$ cat src/rtl/coco_pkg.sv
// coco_pkg: shared definitions for the CocoSketch op scheduler slice.
// Holds the element field layout, the element width and the scheduler FSM
// state encoding.
package coco_pkg;

    // Element layout: [31:0] increment, [63:32] key, [95:64] hash.
    localparam int ELEM_W   = 96;
    localparam int FIELD_W  = 32;
    localparam int INC_LSB  = 0;
    localparam int KEY_LSB  = 32;
    localparam int HASH_LSB = 64;

    typedef logic [ELEM_W-1:0] elem_t;

    // Scheduler FSM encoding, kept as plain constants for older tooling.
    localparam logic [1:0] ST_CLEAR = 2'd0;
    localparam logic [1:0] ST_RUN   = 2'd1;
    localparam logic [1:0] ST_DRAIN = 2'd2;

    // Increment field of an element.
    function automatic logic [FIELD_W-1:0] elem_inc(input elem_t e);
        return e[INC_LSB +: FIELD_W];
    endfunction

    // Key field of an element.
    function automatic logic [FIELD_W-1:0] elem_key(input elem_t e);
        return e[KEY_LSB +: FIELD_W];
    endfunction

endpackage : coco_pkg

$ cat src/rtl/coco_op_scheduler_if.sv
// coco_op_scheduler_if: element input handshake, pipeline issue port,
// clear-sweep write port and statistics of the op scheduler.
// master = element source / observer side, slave = the scheduler.
interface coco_op_scheduler_if #(
    parameter int RAM_PTR = 10
);
    import coco_pkg::*;

    elem_t               in_hash_e_f;
    logic                in_valid;
    logic                in_ready;
    logic                start_clear;
    logic                clear_busy;
    elem_t               op_hash_e_f;
    logic                op_valid;
    logic                clr_wren;
    logic [RAM_PTR-1:0]  clr_addr;
    logic [31:0]         stat_issued;
    logic [31:0]         stat_stalls;

    modport master (
        output in_hash_e_f, in_valid, start_clear,
        input  in_ready, clear_busy, op_hash_e_f, op_valid,
               clr_wren, clr_addr, stat_issued, stat_stalls
    );

    modport slave (
        input  in_hash_e_f, in_valid, start_clear,
        output in_ready, clear_busy, op_hash_e_f, op_valid,
               clr_wren, clr_addr, stat_issued, stat_stalls
    );

endinterface : coco_op_scheduler_if

$ cat src/rtl/coco_hazard_scoreboard.sv
// coco_hazard_scoreboard: PIPE_DEPTH-deep shift register of {valid, addr}
// tracking bucket addresses still inside the read-modify-write window.
// hit   : some valid entry holds query_addr.
// empty : no entry will be valid after the coming edge (nothing pushed and
//         only the oldest slot, if any, still occupied). The drain logic uses
//         this so the clear sweep starts in the first cycle the window is free.
module coco_hazard_scoreboard #(
    parameter int RAM_PTR    = 10,
    parameter int PIPE_DEPTH = 5
) (
    input  logic               clk,
    input  logic               rst_n,
    input  logic               push,
    input  logic [RAM_PTR-1:0] push_addr,
    input  logic [RAM_PTR-1:0] query_addr,
    output logic               hit,
    output logic               empty
);

    logic [PIPE_DEPTH-1:0] slot_vld;
    logic [RAM_PTR-1:0]    slot_addr [PIPE_DEPTH];

    // Age valid bits by one slot per cycle; a push enters slot 0.
    always_ff @(posedge clk or negedge rst_n) begin
        if (!rst_n) begin
            slot_vld <= '0;
        end else begin
            slot_vld[0] <= push;
            for (int i = 1; i < PIPE_DEPTH; i++) begin
                slot_vld[i] <= slot_vld[i-1];
            end
        end
    end

    // Addresses travel alongside their valid bits; stale ones are masked.
    always_ff @(posedge clk) begin
        slot_addr[0] <= push_addr;
        for (int i = 1; i < PIPE_DEPTH; i++) begin
            slot_addr[i] <= slot_addr[i-1];
        end
    end

    // Parallel compare of the incoming address against every live slot.
    always_comb begin
        hit = 1'b0;
        for (int i = 0; i < PIPE_DEPTH; i++) begin
            if (slot_vld[i] && (slot_addr[i] == query_addr)) begin
                hit = 1'b1;
            end
        end
    end

    // Window is free after this edge when only the oldest slot may be live.
    always_comb begin
        empty = !push;
        for (int i = 0; i < PIPE_DEPTH - 1; i++) begin
            if (slot_vld[i]) begin
                empty = 1'b0;
            end
        end
    end

endmodule : coco_hazard_scoreboard

$ cat src/rtl/coco_op_scheduler.sv
// coco_op_scheduler: issue controller in front of the CocoSketch bucket
// update pipeline. Accepts hashed elements, stalls any whose bucket address
// is still in the read-modify-write window, and sweeps the whole table to
// zero after reset and on start_clear (the RAMs are not reset).
// Optional build macro: SCHED_STATS_EN adds the stat_issued/stat_stalls
// counters; without it both outputs are tied to zero.
module coco_op_scheduler
    import coco_pkg::*;
#(
    parameter int RAM_PTR    = 10,
    parameter int HASH_BASE  = 0,
    parameter int PIPE_DEPTH = 5
) (
    input logic                clk,
    input logic                rst_n,
    coco_op_scheduler_if.slave bus
);

    localparam logic [RAM_PTR-1:0] CLR_LAST = '1;
    localparam logic [RAM_PTR-1:0] CLR_ONE  = {{(RAM_PTR-1){1'b0}}, 1'b1};

    logic [1:0]         state_q;
    logic [RAM_PTR-1:0] clr_addr_q;
    logic               clr_wren_q;

    elem_t              op_hash_p1;
    logic               vld_p1;

    logic [RAM_PTR-1:0] in_addr;
    logic               hit;
    logic               sb_empty;
    logic               is_run;
    logic               ready;
    logic               fire;

    // Bucket index sits HASH_BASE bits into the hash field.
    assign in_addr = bus.in_hash_e_f[HASH_LSB + HASH_BASE +: RAM_PTR];

    assign is_run = (state_q == ST_RUN);
    assign ready  = is_run && !hit;
    assign fire   = bus.in_valid && ready;

    coco_hazard_scoreboard #(
        .RAM_PTR    (RAM_PTR),
        .PIPE_DEPTH (PIPE_DEPTH)
    ) u_scoreboard (
        .clk        (clk),
        .rst_n      (rst_n),
        .push       (fire),
        .push_addr  (in_addr),
        .query_addr (in_addr),
        .hit        (hit),
        .empty      (sb_empty)
    );

    // Mode sequencing and the clear sweep. The write strobe is registered so
    // it is low while rst_n is held; the first post-reset cycle arms it.
    always_ff @(posedge clk or negedge rst_n) begin
        if (!rst_n) begin
            state_q    <= ST_CLEAR;
            clr_wren_q <= 1'b0;
            clr_addr_q <= '0;
        end else begin
            case (state_q)
                ST_CLEAR: begin
                    if (!clr_wren_q) begin
                        clr_wren_q <= 1'b1;
                    end else if (clr_addr_q == CLR_LAST) begin
                        clr_wren_q <= 1'b0;
                        clr_addr_q <= '0;
                        state_q    <= ST_RUN;
                    end else begin
                        clr_addr_q <= clr_addr_q + CLR_ONE;
                    end
                end
                ST_RUN: begin
                    if (bus.start_clear) begin
                        state_q <= ST_DRAIN;
                    end
                end
                ST_DRAIN: begin
                    if (sb_empty) begin
                        state_q    <= ST_CLEAR;
                        clr_wren_q <= 1'b1;
                        clr_addr_q <= '0;
                    end
                end
                default: begin
                    state_q    <= ST_CLEAR;
                    clr_wren_q <= 1'b0;
                    clr_addr_q <= '0;
                end
            endcase
        end
    end

    // Issue register: one element per cycle, one cycle after acceptance.
    always_ff @(posedge clk or negedge rst_n) begin
        if (!rst_n) begin
            vld_p1     <= 1'b0;
            op_hash_p1 <= '0;
        end else begin
            vld_p1 <= fire;
            if (fire) begin
                op_hash_p1 <= bus.in_hash_e_f;
            end
        end
    end

`ifdef SCHED_STATS_EN
    logic [31:0] issued_q;
    logic [31:0] stalls_q;

    // Free-running wrap-around counts of issues and conflict-stall cycles.
    always_ff @(posedge clk or negedge rst_n) begin
        if (!rst_n) begin
            issued_q <= '0;
            stalls_q <= '0;
        end else begin
            if (fire) begin
                issued_q <= issued_q + 32'd1;
            end
            if (is_run && bus.in_valid && hit) begin
                stalls_q <= stalls_q + 32'd1;
            end
        end
    end

    assign bus.stat_issued = issued_q;
    assign bus.stat_stalls = stalls_q;
`else
    assign bus.stat_issued = '0;
    assign bus.stat_stalls = '0;
`endif

    assign bus.in_ready    = ready;
    assign bus.clear_busy  = !is_run;
    assign bus.op_valid    = vld_p1;
    assign bus.op_hash_e_f = op_hash_p1;
    assign bus.clr_wren    = clr_wren_q;
    assign bus.clr_addr    = clr_addr_q;

endmodule : coco_op_scheduler

$ cat src/flat_wrapper.sv
// flat-port wrapper written by rule: the top's interface ports become plain ports
module coco_op_scheduler_flat import coco_pkg::*;
#(
    parameter int RAM_PTR    = 10,
    parameter int HASH_BASE  = 0,
    parameter int PIPE_DEPTH = 5
)
  (clk, rst_n, bus_in_hash_e_f, bus_in_valid, bus_start_clear, bus_in_ready, bus_clear_busy, bus_op_hash_e_f, bus_op_valid, bus_clr_wren, bus_clr_addr, bus_stat_issued, bus_stat_stalls);
  coco_op_scheduler_if #(.RAM_PTR(RAM_PTR)) bus_i ();
  input logic clk;
  input logic rst_n;
  input wire logic [$bits(bus_i.in_hash_e_f)-1:0] bus_in_hash_e_f;
  input wire logic [$bits(bus_i.in_valid)-1:0] bus_in_valid;
  input wire logic [$bits(bus_i.start_clear)-1:0] bus_start_clear;
  output wire logic [$bits(bus_i.in_ready)-1:0] bus_in_ready;
  output wire logic [$bits(bus_i.clear_busy)-1:0] bus_clear_busy;
  output wire logic [$bits(bus_i.op_hash_e_f)-1:0] bus_op_hash_e_f;
  output wire logic [$bits(bus_i.op_valid)-1:0] bus_op_valid;
  output wire logic [$bits(bus_i.clr_wren)-1:0] bus_clr_wren;
  output wire logic [$bits(bus_i.clr_addr)-1:0] bus_clr_addr;
  output wire logic [$bits(bus_i.stat_issued)-1:0] bus_stat_issued;
  output wire logic [$bits(bus_i.stat_stalls)-1:0] bus_stat_stalls;
  assign bus_i.in_hash_e_f = bus_in_hash_e_f;
  assign bus_i.in_valid = bus_in_valid;
  assign bus_i.start_clear = bus_start_clear;
  assign bus_in_ready = bus_i.in_ready;
  assign bus_clear_busy = bus_i.clear_busy;
  assign bus_op_hash_e_f = bus_i.op_hash_e_f;
  assign bus_op_valid = bus_i.op_valid;
  assign bus_clr_wren = bus_i.clr_wren;
  assign bus_clr_addr = bus_i.clr_addr;
  assign bus_stat_issued = bus_i.stat_issued;
  assign bus_stat_stalls = bus_i.stat_stalls;
  coco_op_scheduler #(.RAM_PTR(RAM_PTR), .HASH_BASE(HASH_BASE), .PIPE_DEPTH(PIPE_DEPTH)) u_core (.clk(clk), .rst_n(rst_n), .bus(bus_i));
endmodule
$ cat config.mk
export PLATFORM = sky130hd
export DESIGN_NAME = coco_op_scheduler_flat
export DESIGN_NICKNAME = d
export VERILOG_FILES = /design/src/rtl/coco_pkg.sv /design/src/rtl/coco_op_scheduler_if.sv /design/src/rtl/coco_hazard_scoreboard.sv /design/src/rtl/coco_op_scheduler.sv /design/src/flat_wrapper.sv
export SDC_FILE = /design/constraint.sdc
export NUM_CORES = 1
export LEC_CHECK = 0
export CORE_MARGIN = 2
export CORE_UTILIZATION = 25
export CTS_CLUSTER_SIZE = 28
export DETAILED_ROUTE_END_ITERATION = 6
export GPL_TIMING_DRIVEN = 0
export HOLD_SLACK_MARGIN = 0.03
export PLACE_DENSITY = 0.56
export SLEW_MARGIN = 20
export SYNTH_ARGS = -nofsm -noshare
export SYNTH_HDL_FRONTEND = slang
export SYNTH_SLANG_ARGS = --single-unit
$ cat constraint.sdc
create_clock -name clk -period 2.3 [get_ports clk]
set_clock_uncertainty 0.2 [all_clocks]
set_input_delay 0.46 -clock clk [delete_from_list [all_inputs] [get_ports clk]]
set_output_delay 0.46 -clock clk [all_outputs]
set_load 0.01 [all_outputs]
== Word level (Yosys, flattened, before mapping) ==
Memory sizes are Yosys's and may differ from the RTL's.
Cells that the tools add are included.

* Bits in registers: 115
* Input port bits: 100
* Memory bits (writable): 50
* Memories: 1

* Add/subtract/negate cells: 1
* Bitwise operators: 1
* Eq/ne operators: 12
* Mux-type cells: 22
* Reduce and logical (&&, ||, !) cells: 14

{| class="wikitable"
|+ Memory list
! memory !! words !! width !! read ports !! clocked after memory_dff !! write ports !! line !! text
|-
| u_core.u_scoreboard.slot_addr || 5 || 10 || 5 || 0 || 5 || coco_hazard_scoreboard.sv:21 || <nowiki>logic [RAM_PTR-1:0] slot_addr [PIPE_DEPTH];</nowiki>
|}

{| class="wikitable"
|+ Operators with widths
! operator !! number
|-
| 10-bit equality test || 5
|-
| 10-bit 2-to-1 mux || 3
|-
| 10-bit one-hot mux with 3 select lines || 1
|-
| 1-bit 2-to-1 mux || 12
|-
| 10-bit by 1-bit adder with 10-bit output (second input constant) || 1
|-
| 10-bit equality test (second input constant) || 1
|-
| 2-bit 2-to-1 mux || 4
|-
| 1-bit logical AND || 7
|-
| 2-bit by 1-bit inequality test with 1-bit output (second input constant) || 3
|-
| 2-bit one-hot mux with 3 select lines || 1
|-
| 4-bit AND reduction || 1
|-
| 1-bit logical NOT || 3
|-
| 1-bit one-hot mux with 3 select lines || 1
|-
| 3-bit AND reduction || 1
|-
| 2-bit by 1-bit equality test with 1-bit output (second input constant) || 1
|-
| 2-bit equality test (second input constant) || 1
|-
| 2-bit logical NOT || 1
|-
| 2-bit inequality test (second input constant) || 1
|-
| 2-bit AND reduction || 1
|-
| 1-bit inverter || 1
|}

== Longest topological paths before layout ==
Gate-level depths: netlist of run 1.
An unclocked memory read counts as a cell.

* Word-level depth: 18
* Gate-level depth with buffers: 9
* Mapped depth without buffers: 7

== Modules after synthesis ==
Synthesis of run 1 repeated with hierarchy kept, for this count alone.

* Cells, all modules: 480
* Area, all modules: 6570.1 um^2

{| class="wikitable"
|+ Modules (own cells, without submodules)
! module !! instances !! area each (um^2) !! cells each
|-
| coco_op_scheduler || 1 || 4794.6 || 344
|-
| coco_hazard_scoreboard || 1 || 1775.5 || 136
|}

== Least setup slack after synthesis of run 1 ==
Ideal clock, no wire load.

* Path type: input -> register
* Start: input port bus_in_hash_e_f[73]
* End: register u_core.op_hash_p1[10] (netlist: u_core.bus.op_hash_e_f[10])
* Slack: -0.052 ns
* Library setup time: 0.125 ns
* Data arrival time: 2.027 ns
* Required time: 1.975 ns
* Stages: 9
* Path buffers: 3
* Cell sequence: buf_4 -> xor2_1 -> nor4_1 -> nand4_1 -> o32a_1 -> nand3_2 -> buf_8 -> buf_12 -> mux2_4

* Longest elaborated chain between the ends: 10

{| class="wikitable"
|+ Ends and longest elaborated chain
! what !! line !! text
|-
| start, declared || flat_wrapper.sv:12 || <nowiki>input wire logic [$bits(bus_i.in_hash_e_f)-1:0] bus_in_hash_e_f;</nowiki>
|-
| 10-bit equality test || coco_hazard_scoreboard.sv:47 || <nowiki>if (slot_vld[i] && (slot_addr[i] == query_addr)) begin</nowiki>
|-
| 1-bit logical AND || coco_hazard_scoreboard.sv:47 ||
|-
| 1-bit 2-to-1 mux (4 in a row) || coco_hazard_scoreboard.sv:47 ||
|-
| 1-bit 2-to-1 mux * || coco_hazard_scoreboard.sv:47 ||
|-
| 1-bit logical NOT * || coco_op_scheduler.sv:40 || <nowiki>assign ready = is_run && !hit;</nowiki>
|-
| 1-bit logical AND * || coco_op_scheduler.sv:40 ||
|-
| 1-bit logical AND * || coco_op_scheduler.sv:41 || <nowiki>assign fire = bus.in_valid && ready;</nowiki>
|-
| end signal, assigned || coco_op_scheduler.sv:105 || <nowiki>op_hash_p1 <= bus.in_hash_e_f;</nowiki>
|-
| end, declared || coco_op_scheduler.sv:26 || <nowiki>elem_t op_hash_p1;</nowiki>
|}

Mark *: on every way between the ends. The rest lies on a longest branch, timed or not.
A chain may end at the register's enable or synchronous reset.

== Worst setup path in the final report of run 1 ==
* Start: input port bus_in_hash_e_f[68]
* End: output port bus_in_ready

* Longest elaborated chain between the ends: 9

{| class="wikitable"
|+ Ends and longest elaborated chain
! what !! line !! text
|-
| 10-bit equality test || coco_hazard_scoreboard.sv:47 ||
|-
| 1-bit logical AND || coco_hazard_scoreboard.sv:47 ||
|-
| 1-bit 2-to-1 mux (4 in a row) || coco_hazard_scoreboard.sv:47 ||
|-
| 1-bit 2-to-1 mux * || coco_hazard_scoreboard.sv:47 ||
|-
| 1-bit logical NOT * || coco_op_scheduler.sv:40 ||
|-
| 1-bit logical AND * || coco_op_scheduler.sv:40 ||
|-
| end, declared || flat_wrapper.sv:15 || <nowiki>output wire logic [$bits(bus_i.in_ready)-1:0] bus_in_ready;</nowiki>
|}

Marks and branches as above.

==> results of run 1 <==
-- where the power goes --
part	switching [mW]	total, mW	internal [mW]
clock network	1.47	2.98	1.51
registers	0.0299	2.95	2.92
logic	0.199	0.519	0.321
total	1.70	6.44	4.74
-- worst paths after layout --
check / endpoint / start
worst max-delay path: bus_in_ready / bus_in_hash_e_f[68]
worst min-delay path: u_core.u_scoreboard.slot_addr[0][2]$_DFF_P_ / bus_in_hash_e_f[66]
worst max register to register: u_core.bus.op_hash_e_f[0]$_DFFE_PN0P_ / u_core.u_scoreboard.slot_addr[0][35]$_DFF_P_
worst min register to register: u_core.u_scoreboard.slot_addr[0][24]$_DFF_P_ / u_core.u_scoreboard.slot_addr[0][14]$_DFF_P_
max in group asynchronous: u_core.bus.op_hash_e_f[21]$_DFFE_PN0P_ / rst_n
min in group asynchronous: u_core.bus.op_hash_e_f[57]$_DFFE_PN0P_ / rst_n
-- cell families (layout without fill, tap and decap cells) --
logic type      Yosys count  count (layout)
compound gates           25              25
xor+xnor                 50              50
fa+ha+maj                 1               1
buf+inv                  92             367
flops                   164             164
mux                      97              97
other cells               1              65
simple gates             57              57
-- synthesized netlist by cell type, types with 4 or more instances --
master	number
dfrtp_1	114
buf_4	73
mux2_2	68
dfxtp_1	50
xnor2_1	46
mux2_4	29
o21ai_0	17
nand2_1	12
nand4_1	11
nor2_1	9
nor3_1	8
buf_2	7
nand3_1	6
inv_1	4
xor2_1	4
-- metal layers --
metal | vias to the layer above | global-route usage | part of all wire
met5 | - | 0 | 0
met1 | 2161 | 0.154 | 0.43
met4 | 0 | 0.0292 | 0.0065
met2 | 192 | 0.196 | 0.47
met3 | 9 | 0.0520 | 0.094
li1 | 2174 | - | -
-- state kept, by name (all words and copies together), names as in the netlist --
name and flops:
u_core.bus.clr_addr 10, u_core.bus.clr_wren 1, u_core.bus.op_hash_e_f 96, u_core.state_q 2
u_core.u_scoreboard.slot_addr 50, u_core.u_scoreboard.slot_vld 5
-- worst max-delay path, stage by stage --
cell,delay (ns)
dlygate4sd2_1,0.25
buf_6,0.14
xnor2_1,0.18
nand3_1,0.11
o32a_1,0.37
and2_4,0.17
buf_6,0.11
-- repair_timing --
action / 4_1_cts / 5_1_grt
hold endpoints to repair: 48 / 1
gates cloned: 7 / 2
setup buffers: 29 / 1
setup endpoints to repair: 108 / 107
gates resized for setup: 135 / 46
pin swaps: 11 / 14
hold buffers: 3 / 1
-- cell type report --
cell class,instances,area share
Clock inverter,15,0.0179
Antenna cell,1,0.000226
Multi-Input combinational cell,294,0.249
Inverter,4,0.00135
Timing Repair Buffer,249,0.242
Sequential cell,164,0.348
Buffer,82,0.0658
Clock buffer,17,0.0384
Tap cell,335,0.0378
-- stage by stage --
step | worst slack (ns) | instance area [um^2] | TNS [ns]
CTS | -0.193 | 11000 | -5.18
global placement | -4.53 | 9400 | -605.10
finish | -0.156 | 11100 | -1.77
floorplan | 0.00290 | 6890 | 0
detailed placement | -0.976 | 9440 | -89.17
global route | -0.228 | 11100 | -6.12
==> metrics.cfg, run 1 <==
[detailed_routing]
drtIter0Drc = 155
drcViolationCount = 0
wire_per_inst_um = 14.9
via_per_inst = 3.91
vias = 4536
finalWirelength_um = 17300
postRouteAntennaNets = 0
first_pass_iters = 4

[clock_network]
clk_path_buf_depth = 2
clkSinkCount = 164
cts_inserted_buffers = 17
cts_tree = done
path_clk_slew_ns = 0.08
htree_num_levels = 4
clock_latency_ns = 0.43
root_buffer = clkbuf_16

[sta]
maxSlewViolCount = 0
rsz0062_at_grt = yes
fmax_mhz = 407
finalCritPeriodShare = 1.07
finalCriticalPeriod_ns = 2.46
hold_viol = 0
worst_slack_ns = -0.156
setup_violations = 31
holdWs_ns = 0.0656

[die]
num_io_pins = 274
die_area_um2 = 27900
start_util = 0.255
core-area_um2 = 26100
die_h_um = 167
die_w_um = 167
row_count = 59

[synth]
synth-seq-area-share = 0.580
yosysTopAreaCell = dfrtp_1
synthXorXnorAreaFrac = 0.0659
yosys_warnings = 0
ys_ff_latch = 164
synth_mux_area_frac = 0.181
synthSimpleGateAreaFrac = 0.0446
syn_inst = 487
synth_top_area_share = 0.429
synth-edff-count = 0
synth_top_family_by_area = multiplexers
synth-adder-area-share = 0.00188
synthFlopType = dfrtp_1
syn_area_per_cell_um2 = 13.7
synth-compound-area-share = 0.0222
ys_top_cells_by_area = dfrtp_1 43%, dfxtp_1 15%, mux2_2 12%, buf_4 8.2%, mux2_4 6.5%
synthArstFlopShare = 0.695
ys_types = 36
syn_area_um2 = 6650

[final_layout]
fillers = 2474
utilization = 0.426
regArea_um2 = 3860
multi_input_area_um2 = 2760
area_growth_pct = 66.8
final-instance-count-excl-fill = 1161
final_common_cell = clkdlybuf4s50_1
layout_common_cells = 196 x clkdlybuf4s50_1, 112 x dfrtp_1, 96 x mux2_4, 77 x buf_4, 64 x conb_1
final_nets = 913
drive_gt1_frac = 0.343

[place]
dpl.cell_count = 1095
gp_congestion = 0.691
io_buffers = 209
dp_hpwl_um = 11600

[power]
powerDensity_nw_per_um2 = 581
p_leak_nw = 5.38
ir_drop_mv = 0.401
finalPower_mw = 6.44

[setup_path]
reg2reg_depth = 10
end_kind = output port
crit_fanout = 6
cp.required_ns = 1.64
rrSetupSlack_ns = -0.05
critPathKind = primary input to output port
cp_data_arrival_time_ns = 1.80
critPathLaunchType = primary input

[outcome]
violations = negative setup slack
status = finished with violations

[worst_hold_path]
hold_class = primary input to register
hold_depth = 1

[grt]
grt_max_degree = 69
antenna_found_initial = 1
grt_pass1_vias = 4653
grt_usage = 0.123
overflow = 0
grt_first_pass_wirelength_um = 26700

[run]
maxCapViolations = 0

No activity file was read; power rests on OpenSTA's default activity.
==> run 2: changes to the inputs <==
- SETUP_SLACK_MARGIN: unset -> 0.02
==> metrics.cfg, run 2 (synthesis gave the netlist of run 1 again) <==
[outcome]
status = finished with violations
violations = negative setup slack

[die]
die_w_um = 167
start_util = 0.255
num_io_pins = 274
die_area_um2 = 27900
row_count = 59
die_h_um = 167
core-area_um2 = 26100

[grt]
antenna_found_initial = 1
grt_usage = 0.123
grt_first_pass_wirelength_um = 26800
grt_pass1_vias = 4631
overflow = 0
grt_max_degree = 76

[worst_hold_path]
hold_class = primary input to register
hold_depth = 1

[place]
gp_congestion = 0.718
dp_slack_ns = -0.951
io_buffers = 209
dp_hpwl_um = 11600

[sta]
finalCritPeriodShare = 1.07
fmax_mhz = 406
hold_viol = 0
maxSlewViolCount = 0
holdWs_ns = 0.0588
finalCriticalPeriod_ns = 2.46
rsz0062_at_grt = yes
worst_slack_ns = -0.164
setup_violations = 96

[final_layout]
final_common_cell = clkdlybuf4s50_1
layout_common_cells = 196 x clkdlybuf4s50_1, 112 x dfrtp_1, 96 x mux2_4, 82 x buf_4, 64 x conb_1
regArea_um2 = 3860
drive_gt1_frac = 0.353
final_nets = 919
area_growth_pct = 67.1
largest_reg_flops = 96
num_antenna_cells = 0
multi_input_area_um2 = 2780
fillers = 2447

[clock_network]
root_buffer = clkbuf_16
htree_num_levels = 4
clkSinkCount = 164
cts_tree = done
clock_latency_ns = 0.43
clk_path_buf_depth = 2
path_clk_slew_ns = 0.08
cts_inserted_buffers = 17

[power]
ir_drop_mv = 0.491
p_leak_nw = 5.38
powerDensity_nw_per_um2 = 576

[detailed_routing]
wire_per_inst_um = 14.8
drtIter0Drc = 123
finalWirelength_um = 17200
drcViolationCount = 0
vias = 4552
first_pass_iters = 4
via_per_inst = 3.90
postRouteAntennaNets = 0

[setup_path]
cp_data_arrival_time_ns = 1.80
crit_fanout = 2
reg2reg_depth = 9
crit_path_max_incr_delay_ns = 0.34
critPathKind = register to output port
critPathLaunchType = register
cp_cell_sequence = xor2_2 -> nor4_2 -> nand4_1 -> o32a_1 -> and2_4 -> buf_6
slowest_stage = dfxtp_2
crit_buf_inv = 1
critPathTopFamily = simple AND/OR/NAND/NOR gates
cp.required_ns = 1.64
crit_cells = 6
end_kind = output port

[run]
maxCapViolations = 0

==> run 2: power breakdown <==
group	internal, mW	leakage (nW)	total (mW)	switching [mW]
logic	0.329	3.09	0.531	0.202
registers	2.92	1.98	2.95	0.0321
clock network	1.54	0.303	2.92	1.38
total	4.78	5.38	6.40	1.61
==> run 2: path summary, 6_finish.rpt <==
check	start	end	slack (ns)
setup / recovery	u_core.u_scoreboard.slot_addr[0][32]$_DFF_P_	bus_in_ready	-0.16
hold / removal	bus_in_hash_e_f[72]	u_core.u_scoreboard.slot_addr[0][8]$_DFF_P_	0.06
setup reg to reg	u_core.u_scoreboard.slot_addr[0][32]$_DFF_P_	u_core.bus.op_hash_e_f[2]$_DFFE_PN0P_	-0.08
hold reg to reg	u_core.u_scoreboard.slot_addr[0][22]$_DFF_P_	u_core.u_scoreboard.slot_addr[0][32]$_DFF_P_	0.16
max in group asynchronous	rst_n	u_core.bus.op_hash_e_f[91]$_DFFE_PN0P_	0.89
min in group asynchronous	rst_n	u_core.bus.op_hash_e_f[72]$_DFFE_PN0P_	0.29
==> run 2: metrics by stage <==
step	TNS (ns)	util	area, um^2	std cells	power (mW)
detailed placement	-88.60	0.363	9450	1095	3.48
CTS	-13.36	0.423	11000	1159	6.49
global route	-10.79	0.426	11100	1166	6.69
finish	-5.71	0.426	11100	1166	6.40
global placement	-609.83	0.361	9420	1094	3.47
floorplan	0	-	6910	550	3.23
==> run 2: metal layers <==
metal  wire length [um]  up-vias  global-route usage
li1                   -     2187                   -
met3               1530       11              0.0513
met4                188        2              0.0334
met5                 13        -                   0
met1               7310     2174               0.154
met2               8190      178               0.194
==> run 2: cell type report <==
type	instances	share of cell area
inverters	4	0.00135
repair buffers	254	0.239
multi-input cells	294	0.250
plain buffers	83	0.0672
flip-flops and latches	164	0.348
well taps	335	0.0377
clock buffers	18	0.0405
clock inverters	14	0.0164
==> run 2: repair_timing <==
action	in CTS	in global routing
setup buffers	25	11
hold buffers	2	4
cloned	8	2
pin swaps	9	17
setup endpoints to repair	109	105
resized for setup	145	45
hold endpoints to repair	40	4
